### src/rtl/enc42_seq.sv
// Sequential 4:2 priority encoder: accepts a 4-bit request vector and emits one
// beat per set bit (or a single zero beat) over a valid/ready stream.
module enc42_seq #(
    parameter bit PRIO_HIGH = 1'b1
) (
    input  logic       clk,
    input  logic       rst_n,
    input  logic [3:0] D,
    input  logic       in_valid,
    output logic       in_ready,
    output logic [1:0] Y,
    output logic       out_valid,
    input  logic       out_ready,
    output logic       last,
    output logic       zero
);

    localparam int unsigned DW = 4;
    localparam int unsigned YW = 2;

    typedef enum logic {
        IDLE = 1'b0,
        EMIT = 1'b1
    } state_t;

    typedef struct packed {
        logic [YW-1:0] y;
        logic          zero;
        logic          last;
    } beat_t;

    state_t        state;
    logic [DW-1:0] pend;
    logic [DW-1:0] pend_nxt;
    logic          in_hs;
    logic          out_hs;
    beat_t         beat_in;
    beat_t         beat_nx;

    // Beat presented for a pending-bit set: first set bit in scan order,
    // last when at most one bit remains, zero for an empty set.
    function automatic beat_t beat_of(input logic [DW-1:0] v);
        beat_t b;
        b = '0;
        if (v == '0) begin
            b.zero = 1'b1;
            b.last = 1'b1;
        end else begin
            if (PRIO_HIGH) begin
                for (int i = 0; i < int'(DW); i++) begin
                    if (v[i]) b.y = YW'(i);
                end
            end else begin
                for (int i = int'(DW) - 1; i >= 0; i--) begin
                    if (v[i]) b.y = YW'(i);
                end
            end
            b.last = ((v & (v - DW'(1))) == '0);
        end
        return b;
    endfunction

    assign in_ready = (state == IDLE) | (out_valid & out_ready & last);
    assign in_hs    = in_valid & in_ready;
    assign out_hs   = out_valid & out_ready;

    always_comb begin
        pend_nxt = pend & ~(DW'(1) << Y);
        beat_in  = beat_of(D);
        beat_nx  = beat_of(pend_nxt);
    end

    // A new accept takes precedence; it can only coincide with the last beat.
    always_ff @(posedge clk or negedge rst_n) begin
        if (!rst_n) begin
            state     <= IDLE;
            pend      <= '0;
            out_valid <= 1'b0;
            Y         <= '0;
            zero      <= 1'b0;
            last      <= 1'b0;
        end else if (in_hs) begin
            state     <= EMIT;
            pend      <= D;
            out_valid <= 1'b1;
            Y         <= beat_in.y;
            zero      <= beat_in.zero;
            last      <= beat_in.last;
        end else if (out_hs) begin
            if (last) begin
                state     <= IDLE;
                pend      <= '0;
                out_valid <= 1'b0;
                Y         <= '0;
                zero      <= 1'b0;
                last      <= 1'b0;
            end else begin
                pend <= pend_nxt;
                Y    <= beat_nx.y;
                zero <= beat_nx.zero;
                last <= beat_nx.last;
            end
        end
    end

endmodule

### config.mk
export PLATFORM = sky130hd
export DESIGN_NAME = enc42_seq
export DESIGN_NICKNAME = d
export VERILOG_FILES = /design/src/rtl/enc42_seq.sv
export SDC_FILE = /design/constraint.sdc
export NUM_CORES = 1
export LEC_CHECK = 0
export ABC_AREA = 1
export BUFFER_PORTS_ARGS = -buffer_cell sky130_fd_sc_hd__buf_4
export CORE_AREA = 2 2 39 41
export CTS_BUF_LIST = sky130_fd_sc_hd__clkbuf_8
export DETAILED_ROUTE_END_ITERATION = 7
export DIE_AREA = 0 0 41 43
export PLACE_DENSITY = 0.68
export SYNTH_ARGS = -nofsm -noshare
export SYNTH_HDL_FRONTEND = slang
export SYNTH_SLANG_ARGS = --single-unit
### constraint.sdc
create_clock -name clk -period 1.1 [get_ports clk]
set_clock_uncertainty 0.05 [all_clocks]
set_input_delay 0.11 -clock clk [delete_from_list [all_inputs] [get_ports clk]]
set_output_delay 0.11 -clock clk [all_outputs]
set_load 0.005 [all_outputs]
[Yosys cells after proc, flatten, opt, wreduce, memory -nomap -nowiden]
Cells that the tools add are included.
Widths: inputs -> output; s select.
Operators by class
  reductions and logical operators: 7
  shifts and indexed selects: 1
  bitwise gates (word level): 9
  muxes and demuxes: 27
  add/sub/neg operators: 2
Operator list (count)
  $mux 2: 9
  $logic_not 4->1: 4
  $mux 1: 15
  $and 4x4->4: 3
  $mux 4: 3
  $sub 4x1->4 const B: 2
  $not 4->4: 1
  $reduce_bool 2->1: 2
  $shl 1x2->4 const A: 1
  $and 1x1->1: 3
  $reduce_and 2->1: 1
  $not 1->1: 1
  $or 1x1->1: 1
Word-level totals
  flip-flop bits (word level): 9
  bits of input ports: 8
  output and inout bits: 6
  word-level logic and storage cells: 51

[Logic depth before layout (Yosys ltp)]
  word-level depth: 10
  mapped depth: 9
  mapped depth without buffers: 9

[Least setup slack after synthesis]
OpenSTA, ideal clock, no wires.
  path type: reg2reg
  from: register last
  to: register Y[0]
  arrival: 1015 ps
  path slack: -82 ps
  period minus slack after synthesis: 1182 ps
  required time: 933 ps
  path buffers: 0
  setup time: 117 ps
  cell stages (with the launch flop): 9
  cell sequence: dfrtp_1 -> nand2_2 -> nand2_2 -> nand2_4 -> clkinv_4 -> nand2_1 -> nand3_2 -> nor2_1 -> nor2_1
On the way
  longest elaborated chain between the ends: 4
  elaborated cells between the ends (all ways): 7
  classes of those cells: mux: 3; bitwise: 3; reduce/logical: 1
RTL lines
  start: declaration: line 14  | output logic last,
  start signal: assignment: line 88  | last <= beat_in.last;
  start signal: assignment: line 101  | last <= beat_nx.last;
  $and 1x1->1 (*): line 63  | assign in_ready = (state == IDLE) | (out_valid & out_ready & last);
  $or 1x1->1 (*): line 63
  net in_ready: line 10  | output logic in_ready,
  $and 1x1->1 (*): line 64  | assign in_hs = in_valid & in_ready;
  $mux 2 or $reduce_bool 2->1 (tied branches)
  end signal: assignment: line 86  | Y <= beat_in.y;
  end signal: assignment: line 99  | Y <= beat_nx.y;
  end: declaration: line 11  | output logic [1:0] Y,
The timed path passes the listed nets; every way through them passes the cells marked *. The select of a mux whose other input is x is not followed.
A chain may end at the register's enable or synchronous reset.

[Worst setup path in the final report]
  from: register last
  to: output in_ready
On the way
  longest elaborated chain between the ends: 2
RTL lines (line)
  $and 1x1->1: 63
  $or 1x1->1: 63
  end: declaration: 10
No other way between the ends.

==> summary.txt <==
Status
  • Status: finished, violations left
  • Failing checks: negative setup slack

Critical path
  • Endpoint type of the worst setup path: output port
  • WP data required: 940 ps
  • Critical Path AT: 1080 ps
  • Cell family with the largest share of critical-path delay: flip-flops
  • CP bufs+invs: 2
  • Worst setup SP type: flop
  • CP max stage delay: 440 ps
  • CP dominant cell by count: buf_6
  • Setup CP Type: reg -> out
  • Max stage delay cell, worst path: dfrtp_2
  • CP max FO: 4
  • Critical-path cell list: nand2_2, nand2_4, buf_6, buf_6

Floorplan
  • Die Width: 41 µm
  • Die ar.: 1760 µm²
  • Num ports: 14
  • Starting Density: 40.5%
  • Die height: 43 µm
  • Core ar.: 1380 µm²
  • Num rows: 14

Hold path
  • Hold WC Path Type: in -> reg

Routing
  • Vias: 637
  • Post-route ant nets: 0
  • Via-to-Cell Ratio: 5.14
  • TritonRoute pass-1 iters: 4
  • Post-DR wirelength/cell: 13.1 µm
  • DRC Markers: 0
  • Total wire length: 1.62 mm
  • DR iter-0 viols: 10

STA
  • Slew @ Worst Pin: 288 ps
  • Relative slew margins: 80.8%
  • Final worst slack: -141 ps
  • Fmax: 806 MHz
  • Period utilization: 113%
  • RSZ-0062 raised after global routing: yes
  • Final Critical Period: 1240 ps
  • Hold WS: 99.4 ps
  • Setup Viol. Count Final: 11
  • Slew Limit Fails: 0
  • Fin. Hold Viols: 0

Placement
  • Area after DPL: 773 µm²
  • Placed Cells: 116
  • Port bufs: 13
  • GPL Wtd Cong: 0.803
  • Dpl hpwl: 1.06 mm

Job
  • Max_cap viols: 0

Clocking
  • Clock-pin slew on the worst setup and hold paths: 50 ps
  • CTS tree: built
  • CTS root buffer: clkbuf_8
  • Clock buffer depth: 2
  • Num CTS Buffers: 3
  • CTS sink cnt: 9
  • Worst-Skew Late Latency: 230 ps
  • H-tree depth: 1

Pwr
  • Switch share: 42.4%
  • P_int: 1.58 mW
  • Maximum VDD drop: 1620 µV
  • Net Switching: 1.17 mW
  • Comb power frac: 60.6%
  • Power per cell area: 2940 nW/µm²
  • Pleak: 0.461 nW
  • Seq pwr share: 25.8%
  • Clock share of power: 13.7%

Final layout
  • Nets@finish: 117
  • Layout area overhead: 67.0%
  • Final Non-Filler Cells: 124
  • ANT cells: 0
  • Share of cells above drive strength 1: 53.7%
  • Fin area: 936 µm²

Logic synthesis
  • Yosys warning total: 0
  • Synth unique cells: 17
  • Net Count, Synth: 84
  • FF+latch count, synth: 9
  • Sequential element share of the synthesized area: 40.2%
  • Synthesized instance count: 76
  • Cell area after synthesis: 561 µm²
  • Syn Area/Cell: 7.38 µm²

Global routing
  • GRT overflow: 0
  • Initial antenna violation count: 0
  • GRT Overall Usage: 20.7%
  • First-pass GRT wire length: 2.37 mm
  • Largest net degree at the start of global routing: 10
  • Vias in the first global route: 549
flip-flops by register name, summed over array words and instances (netlist names):
name   count
Y          2
last       1
pend       4
state      1
zero       1
tightest hold or removal path, stage by stage:
cell	delay [ps]
buf_4	90
nand2_1	60
nand3_1	80
layout make-up:
class	count	area, µm²
Fill cell	108	448
Timing Repair Buffer	27	216
Clock buffer	3	41.3
Sequential cell	9	230
Clock inverter	1	3.75
Tap cell	16	20.0
Multi-Input combinational cell	60	382
Inverter	8	42.5
power by group through the flow:
| stage | Combinational (mW) | Clock (mW) | Sequential (mW) |
|---|---|---|---|
| after global routing | 1.82 | 0.406 | 0.730 |
| after floorplan | 0.708 | 0 | 0.644 |
| after CTS | 1.42 | 0.380 | 0.678 |
| after global placement | 1.30 | 0 | 0.657 |
| after detailed placement | 1.31 | 0 | 0.662 |
| final | 1.67 | 0.376 | 0.708 |
path summary, 6_finish.rpt:
kind	from	to	slack, ps	cells past startpoint
setup / recovery	last$_DFFE_PN0P_	in_ready	-140	4
hold / removal	D[0]	pend[0]$_DFFE_PN0P_	100	3
setup reg to reg	last$_DFFE_PN0P_	Y[0]$_DFFE_PN0P_	-110	8
hold reg to reg	pend[2]$_DFFE_PN0P_	pend[2]$_DFFE_PN0P_	470	2
max in group asynchronous	rst_n	Y[0]$_DFFE_PN0P_	660	2
min in group asynchronous	rst_n	pend[0]$_DFFE_PN0P_	190	2
synthesized netlist by cell type:
library cell	number	area share, %
o21ai_2	1	1.6
nand2_2	2	2.2
a21oi_4	1	2.9
nand3_1	9	8.0
dfrtp_1	9	40
nand2_1	25	17
o21a_1	2	2.7
inv_1	5	3.3
o21ai_1	1	0.89
a31oi_1	1	1.1
nor2_1	11	7.4
o221ai_1	1	1.6
o211ai_1	2	2.7
nand2_4	2	4.0
inv_2	2	1.3
clkinv_4	1	1.6
nand3_2	1	1.8
metal layers:
metal / track usage, % / part of all wire (%) / vias up
met3: 4.71 / 4.4 / 5
met1: 28.3 / 44 / 301
met4: 14.0 / 2.3 / 0
met2: 27.8 / 49 / 15
met5: 0 / 0 / -
li1: - / - / 316
placed cells by master, fill, tap and decap left out, types with 3 or more instances in the layout:
cell type and instances:
dfrtp_2 4, nor2_1 10, nand2_2 8, buf_4 23, inv_1 5, nand3_2 3, buf_6 3, nand3_1 7
dfrtp_1 5, nand2_4 3, nand2_1 17, clkbuf_8 3
cells by family after synthesis:
| group | count (synthesis) | share of synthesized area (%) |
|---|---|---|
| DFF | 9 | 40.2 |
| and+or+nand+nor | 50 | 40.2 |
| AOI/OAI and AO/OA | 9 | 13.4 |
| buffers and inverters | 8 | 6.25 |
what timing repair did:
item | 4_1_cts | 5_1_grt
pin swaps | 2 | 2
hold endpoints to repair | 9 | 0
cloned | 0 | 1
buffers inserted | 1 | 1
setup endpoints to repair | 10 | 12
hold buffers | 1 | 0
gates resized for setup | 8 | 17
metrics by stage:
stage	setup slack [ps]	utilization [%]	total power [mW]	setup TNS, ps
global route	-180	67.6	2.95	-1290
floorplan	-71.2	-	1.35	-221
CTS	-112	62.0	2.48	-559
global placement	-95.8	55.9	1.96	-488
detailed placement	-112	55.9	1.97	-645
finish	-141	67.6	2.75	-787
(Power assumes the default switching activity.)
